--- config.mk ---
export PLATFORM = sky130hd
export DESIGN_NAME = wr_router_1_4_32bits
export DESIGN_NICKNAME = d
export VERILOG_FILES = /design/src/rtl/wr_router_1_4_32bits.sv
export SDC_FILE = /design/constraint.sdc
export NUM_CORES = 1
export LEC_CHECK = 0
export CORE_AREA = 2 2 122 124
export DETAILED_ROUTE_END_ITERATION = 12
export DIE_AREA = 0 0 124 126
export SLEW_MARGIN = 20
export SYNTH_ARGS = -nofsm -noshare
export SYNTH_HDL_FRONTEND = slang
export SYNTH_SLANG_ARGS = --single-unit
--- constraint.sdc ---
create_clock -name clk -period 12.8 [get_ports clk]
set_input_delay 3.84 -clock clk [delete_from_list [all_inputs] [get_ports clk]]
set_output_delay 3.84 -clock clk [all_outputs]
set_load 0.02 [all_outputs]
--- src/rtl/wr_router_1_4_32bits.sv ---
// rtl/wr_router_1_4_32bits.sv - 1-to-4 write router with 2-entry FIFO
// Head request is presented to exactly one destination, chosen by In_Addr[SEL_LSB+1:SEL_LSB].
module wr_router_1_4_32bits #(
  parameter int SEL_LSB = 8
) (
  input  logic        clk,
  input  logic        reset,
  input  logic        In_Valid,
  output logic        In_Ready,
  input  logic [31:0] In_Addr,
  input  logic [31:0] In_Data,
  output logic [3:0]  Out_Valid,
  input  logic [3:0]  Out_Ready,
  output logic [31:0] Out_Addr,
  output logic [31:0] Out_Data,
  output logic [1:0]  Count
);

  logic [31:0] addr_q [2];
  logic [31:0] data_q [2];
  logic [1:0]  sel_q  [2];
  logic        wr_ptr_q, wr_ptr_d;
  logic        rd_ptr_q, rd_ptr_d;
  logic [1:0]  count_q, count_d;

  logic [1:0]  head_sel;
  logic        push;
  logic        pop;

  assign head_sel = sel_q[rd_ptr_q];

  // Only the selected destination's ready may retire the head; reset cycles never pop.
  assign pop      = !reset && (count_q != 2'd0) && Out_Ready[head_sel];
  assign In_Ready = (count_q != 2'd2) || pop;
  assign push     = In_Valid && In_Ready;

  assign Out_Valid = (count_q != 2'd0) ? (4'b0001 << head_sel) : 4'b0000;
  assign Out_Addr  = addr_q[rd_ptr_q];
  assign Out_Data  = data_q[rd_ptr_q];
  assign Count     = count_q;

  always_comb begin
    wr_ptr_d = wr_ptr_q;
    rd_ptr_d = rd_ptr_q;
    count_d  = count_q + {1'b0, push} - {1'b0, pop};
    if (push) wr_ptr_d = ~wr_ptr_q;
    if (pop)  rd_ptr_d = ~rd_ptr_q;
  end

  always_ff @(posedge clk) begin
    if (reset) begin
      wr_ptr_q <= 1'b0;
      rd_ptr_q <= 1'b0;
      count_q  <= 2'd0;
    end else begin
      wr_ptr_q <= wr_ptr_d;
      rd_ptr_q <= rd_ptr_d;
      count_q  <= count_d;
    end
  end

  // Payload storage needs no reset; it is only observed while Count != 0.
  always_ff @(posedge clk) begin
    if (!reset && push) begin
      addr_q[wr_ptr_q] <= In_Addr;
      data_q[wr_ptr_q] <= In_Data;
      sel_q[wr_ptr_q]  <= In_Addr[SEL_LSB+1:SEL_LSB];
    end
  end

endmodule

* Word-level counts from Yosys, hierarchy flattened
Memory sizes are Yosys's and may differ from the RTL's. A register that Yosys moved wholly into a read port is not among the register bits. Index checks and enable logic that the tools add are counted.
Cells by class: shifts and indexed selects 1, $add $sub $neg 2, eq/ne operators 1, bitwise gates (word level) 2, $lt $le $gt $ge 1, reductions and logical operators 7, multiplexer cells 11
Operators with widths (number):
- $mux 1 | 9
- $logic_and 1x1->1 | 4
- $mux 4 | 1
- $shl 1x2->4 const A | 1
- $lt 2x3->1 const B | 1
- $add 2x1->2 | 1
- $bmux 1 s2 | 1
- $ne 2x2->1 const B | 1
- $not 1->1 | 2
- $reduce_bool 2->1 | 1
- $sub 2x1->2 | 1
- $logic_not 1->1 | 1
- $logic_or 1x1->1 | 1
Word-level totals: word-level logic and storage cells 31, input port bits 71, memories kept 3, bits in writable memories 132, output and inout bits 71, flip-flop bits (word level) 4
Memory list:
- addr_q | words 2, bits a word 32, read ports 1, clocked after memory_dff 1, wr ports 1, line 19 | logic [31:0] addr_q [2];
- data_q | words 2, bits a word 32, read ports 1, clocked after memory_dff 1, wr ports 1, line 20 | logic [31:0] data_q [2];
- sel_q | words 2, bits a word 2, read ports 1, clocked after memory_dff 1, wr ports 1, line 21 | logic [1:0] sel_q [2];

* Longest topological paths before layout
Gate-level depths: netlist of run 1.
depth after elaboration 8, depth in mapped cells 10

* Worst setup path before layout of run 1
No wires, ideal clock.
path kind in2out, from input port Out_Ready[3], to output port In_Ready, path buffers 0, arrival time 4838 ps, stages on the path 4, required time 8960 ps, path slack 4122 ps, cells stage by stage and4_1 a31oi_2 and4_1 o21ai_0
On the way: word-level cells in the longest chain between the ends 4
Ends and longest elaborated chain:
- from (decl) | line 13 | input logic [3:0] Out_Ready,
- $bmux 1 s2 | line 33 | assign pop = !reset && (count_q != 2'd0) && Out_Ready[head_sel];
- $mux 1 (implied by the code) | line 33
- $logic_and 1x1->1 | line 33
- $logic_or 1x1->1 | line 34 | assign In_Ready = (count_q != 2'd2) || pop;
- to (decl) | line 9 | output logic In_Ready,
No other way between the ends. The select of a mux whose other input is x is not followed.

* Worst setup path in the final report of run 1
Same ends and word-level chain as after synthesis.

==> impl_metrics.tcl, run 1 <==
set metrics [dict create \
    hpwl_um 5970 \
    diodes 0 \
    cts_tree "built" \
    synth.distinct_cells 28 \
    synth_area_leaders "edfxtp_1 76%, mux2_2 14%, dfxtp_1 2.0%" \
    total_power_mw 1.42 \
    crit_start "Out_Ready[3]" \
    relSlewSlack_pct 36.2 \
    use_met2_pct 21.6 \
    synthCells 253 \
    fin_skew_ns 0.00694 \
    grt_pass1_wl_um 15100 \
    criticalPathCategory "in -> out" \
    setup-violations-final 0 \
    synth-async-reset-ratio_pct 0 \
    vias 2817 \
    syn_to_final_growth_pct 43.1 \
    grt_max_degree 71 \
    met3_usage_pct 5.80 \
    maxCapViolCount 0 \
    clock_latency_ns 0.41 \
    ant_nets 0 \
    setup_slack_ns 3.10 \
    rows 44 \
    arrival_ns 5.86 \
    grt_pass1_vias 3009 \
    numPlacedInstances 572 \
    grt_overflow 0 \
    place_ws_ns 3.09 \
    fin_crit_sh_pct 75.8 \
    ys_warn_count 0 \
    worst_pin_slew_ns 0.956 \
    clk_pin_slew_ns 0.05 \
    hold_viol 0 \
    period_minus_slack_ns 9.70 \
    synth_area_um2 5050 \
    numCtsBuffers 17 \
    post_cts_resized 0 \
    core_um2 14300 \
    required_ns 8.96 \
    outcome "completed" \
    grt_usage_pct 13.1 \
    postCtsHoldBufs 0 \
    die_w_um 124 \
    drv_slew 0 \
    wl_um 9780 \
    finalInstanceArea_um2 7230 \
    rsz0062_at_grt "no" \
    crit_fanout 5 \
    die-area_um2 15600 \
    syn_nets 326 \
    fmax_mhz 103 \
    nFillCells 1217 \
    drive_gt1_share_pct 22.7 \
    regToRegSetupSlack_ns 9.74 \
    register_area_um2 3950 \
    start_util_pct 35.3 \
    antenna_found_initial 0 \
    synth_edf_count 128 \
    synthDominantCellAreaShare_pct 76.1 \
    gp_congestion 0.669 \
    synthFlopType "edfxtp_1" \
    htree_num_levels 4 \
    dpl_cell_area_um2 6700 \
    use_met1_pct 14.5 \
    via_per_inst 4.67 \
    critPathLaunchType "primary input" \
    synth_area_leader_cell "edfxtp_1" \
    cts_buffer_depth 2 \
    fp.dieH_um 126 \
    firstDrtPassIters 4 \
    drt-initial-drc-count 122 \
    syn_area_per_cell_um2 20.0 \
    critPathCaptureType "primary output" \
    drc 0 \
    io_buffers 141 \
    ys_seq_area_share_pct 78.1 \
    instances_no_fill 603 \
    ys_ff_latch 133 \
    cts_setup_buffers 0 \
    hold_class "reg -> reg" \
    grt.busiest_layer "met2" \
    fin_setup_tns_ns 0 \
    cts.sinks 133 \
    root_buffer "clkbuf_16" \
    multi_input_comb_area_um2 1080 \
    holdCritStartpoint "rd_ptr_q$_SDFFE_PP0P_" \
    fin_nets 480 \
    powerDensity_nw_per_um2 197 \
    leakage_nw 2.41 \
    vdd_drop_max_v 0.0000959 \
    ios 142 \
    wl_per_cell_um 16.2 \
]
synth_stat cells (2+ instances only):
master	count
dfxtp_1	5
edfxtp_1	128
nor3_1	2
mux2_2	63
and4_1	2
buf_2	7
ha_1	2
a31oi_2	4
a41oi_1	2
nor2b_1	4
nor2_1	9
nand2_1	2
o21ai_0	3
a21oi_1	2
and4b_1	2
inv_1	3
mux2_1	2
final cells by class:
| class | instances | area share (%) |
|---|---|---|
| tap | 184 | 3.19 |
| inverter | 3 | 0.156 |
| clock buffer | 23 | 6.20 |
| timing repair buffer | 143 | 19.7 |
| clock inverter | 8 | 1.16 |
| multi-input combinational | 109 | 15.0 |
| sequential | 133 | 54.6 |
per-stage QoR:
step	util, %	hold WS [ns]
global placement	46.8	0.565
CTS	50.5	0.587
floorplan	-	0.545
detailed placement	46.8	0.575
global route	50.5	0.634
finish	50.5	0.580
cells by family after synthesis:
| logic type | share of synthesized area (%) |
|---|---|
| mux | 14.7 |
| compound gates | 2.50 |
| fa+ha+maj | 0.495 |
| xor+xnor | 0.347 |
| simple gates | 2.92 |
| buf+inv | 0.990 |
| flops | 78.1 |
placed cells by master, fill, tap and decap left out, drive strengths merged:
| cell | netlist | final |
|---|---|---|
| a311o | 1 | 1 |
| o21ai | 3 | 3 |
| a21o | 1 | 1 |
| a31oi | 4 | 4 |
| and4b | 2 | 2 |
| clkbuf | 1 | 23 |
| xnor2 | 1 | 1 |
| a41oi | 3 | 3 |
| clkdlybuf4s50 | 0 | 141 |
| ha | 2 | 2 |
| nand2b | 1 | 1 |
| or2 | 1 | 1 |
| buf | 7 | 2 |
| clkinv | 0 | 6 |
| inv | 3 | 3 |
| xor2 | 1 | 1 |
| nor2b | 5 | 5 |
| dfxtp | 5 | 5 |
| and4 | 2 | 2 |
| nor3 | 2 | 2 |
| mux2i | 1 | 1 |
| edfxtp | 128 | 128 |
| a21oi | 2 | 2 |
| nand2 | 2 | 2 |
| nor2 | 9 | 9 |
| and4bb | 1 | 1 |
| mux2 | 65 | 65 |
| bufinv | 0 | 2 |
routing by layer:
metal	up-vias	wire [um]
met4	0	200
li1	1316	-
met5	-	0
met1	1382	3880
met2	99	4890
met3	20	805
sequential cells by signal, summed over array words and instances (netlist names), named ones only:
register and flops:
addr_q 64, data_q 64, Count 2, rd_ptr_q 1, wr_ptr_q 1
final timing paths:
| path | cells past startpoint | endpoint |
|---|---|---|
| min reg2reg | 2 | register |
| max | 6 | In_Ready |
| min | 2 | register |
| max reg2reg | 5 | addr_q[0][5]$_DFFE_PP_ |
critical path, stage by stage:
cell and delay (ns):
clkdlybuf4s50_1 0.43, and4_1 0.22, a31oi_2 0.25, and4_1 0.42
o21ai_0 0.13, clkdlybuf4s50_1 0.57
power by group:
group          internal [mW]  switching (mW)
combinational          0.214           0.187
clock                  0.281           0.160
sequential             0.535          0.0462
Note: power is estimated with default switching activity, not from simulation.
==> run 2: changes to the inputs <==
Clock period 12.8 ns to 9.8 ns, I/O delays scaled along.
==> run 2 against run 1 <==
Die area is the same. Hold slack gained 0.015 ns. Power grew 39%. Critical path depth is the same. Design area grew 1.7%. Non-clock buffer count is the same. Sequential power grew 30%. Flip-flop and latch count is the same. Global-route usage is essentially flat. Routed wire length shrank 0.90%. Largest cell class unchanged. Highest routed layer unchanged.
==> impl_metrics.tcl, run 2 (synthesized netlist as in run 1, its figures left out) <==
set metrics [dict create \
    final_cell_mix "141 x clkdlybuf4s50_1, 128 x edfxtp_1, 63 x mux2_2" \
    htree_num_levels 4 \
    setup-violations-final 0 \
    clock_power_share_pct 35.1 \
    fin_skew_ns 0.00713 \
    multi_input_comb_area_um2 1080 \
    worst_pin_slew_ns 0.938 \
    die_w_um 124 \
    io_buffers 141 \
    firstDrtPassIters 4 \
    relSlewSlack_pct 37.4 \
    root_buffer "clkbuf_16" \
    arrival_ns 4.95 \
    antenna_found_initial 0 \
    die-area_um2 15600 \
    wl_um 9690 \
    cts_tree "built" \
    grt_pass1_wl_um 15100 \
    start_util_pct 35.3 \
    post_cts_resized 0 \
    reg2regPathDepth 5 \
    clock_latency_ns 0.41 \
    grt.busiest_layer "met2" \
    use_met1_pct 14.0 \
    nFillCells 1206 \
    criticalPathCategory "in -> out" \
    rows 44 \
    gp_congestion 0.682 \
    syn_to_final_growth_pct 45.4 \
    powerDensity_nw_per_um2 268 \
    switchingPower_mw 0.541 \
    drive_gt1_share_pct 25.5 \
    diodes 0 \
    register_area_um2 3950 \
    ant_nets 0 \
    hpwl_um 5970 \
    met3_usage_pct 6.02 \
    hold_class "reg -> reg" \
    cts_buffer_depth 2 \
    wl_per_cell_um 16.0 \
    leakage_nw 2.47 \
    maxCapViolCount 0 \
    hold_viol 0 \
    period_minus_slack_ns 7.89 \
    outcome "completed" \
    fin_setup_tns_ns 0 \
    fin_crit_sh_pct 80.5 \
    via_per_inst 4.64 \
    grt_max_degree 71 \
    vdd_drop_max_v 0.000141 \
    critPathLaunchType "primary input" \
    power.internal_mw 1.43 \
    rsz0062_at_grt "no" \
    grt_pass1_vias 3028 \
    combPwrFrac_pct 26.5 \
    fmax_mhz 127 \
    critPathCaptureType "primary output" \
    numCtsBuffers 17 \
    cts.sinks 133 \
    grt_overflow 0 \
    layout_commonest_cell "clkdlybuf4s50_1" \
    required_ns 6.86 \
    seq_power_share_pct 38.5 \
    switching_share_pct 27.5 \
    use_met2_pct 22.3 \
    cts_setup_buffers 0 \
    worstHoldPathCells 2 \
    ios 142 \
    core_um2 14300 \
    setup_slack_ns 1.91 \
    place_ws_ns 1.92 \
    postCtsHoldBufs 0 \
    grt_usage_pct 13.1 \
    vias 2803 \
    drc 0 \
    clk_pin_slew_ns 0.06 \
    crit_fanout 5 \
    fin_nets 480 \
    fp.dieH_um 126 \
    drt-initial-drc-count 122 \
    drv_slew 0 \
]
run 2: final timing paths:
kind / from / endpoint / slack, ns
setup / recovery: Out_Ready[3] / In_Ready / 1.91
hold / removal: Count[1]$_SDFF_PP0_ / Count[1]$_SDFF_PP0_ / 0.60
setup reg to reg: register / addr_q[0][12]$_DFFE_PP_ / 6.81
hold reg to reg: Count[1]$_SDFF_PP0_ / Count[1]$_SDFF_PP0_ / 0.60
run 2: metal layers:
metal | wire, um | vias up
met3 | 766 | 12
met5 | 0 | -
met1 | 3690 | 1380
met4 | 144 | 0
met2 | 5080 | 91
li1 | - | 1320
run 2: area by class of cell:
| class | count | area share [%] |
|---|---|---|
| Multi-Input combinational cell | 109 | 14.7 |
| Timing Repair Buffer | 143 | 19.4 |
| Clock inverter | 15 | 3.08 |
| Tap cell | 184 | 3.13 |
| Sequential cell | 133 | 53.7 |
| Inverter | 3 | 0.153 |
| Clock buffer | 17 | 5.79 |
run 2: metrics by stage:
step	area, um^2	power, mW	util [%]	hold WS [ns]	std cells
after floorplan	5050	1.05	-	0.545	253
after global placement	6700	1.30	46.8	0.565	572
after detailed placement	6700	1.30	46.8	0.592	572
after CTS	7350	2.00	51.3	0.606	604
after global routing	7350	2.06	51.3	0.655	604
final	7350	1.97	51.3	0.595	604
run 2: power groups by stage:
| stage | logic [mW] | registers [mW] | clock network, mW |
|---|---|---|---|
| 3_3_place_gp | 0.526 | 0.771 | 0 |
| 6_report | 0.522 | 0.758 | 0.691 |
| 3_5_place_dp | 0.528 | 0.774 | 0 |
| 4_1_cts | 0.532 | 0.763 | 0.706 |
| 5_1_grt | 0.557 | 0.771 | 0.733 |
| 2_1_floorplan | 0.320 | 0.735 | 0 |
run 2: worst max-delay path, stage by stage:
cell             delay (ns)
clkdlybuf4s50_1        0.44
and4_1                 0.22
a31oi_2                0.25
and4_1                 0.41
o21ai_0                0.12
clkdlybuf4s50_1        0.57
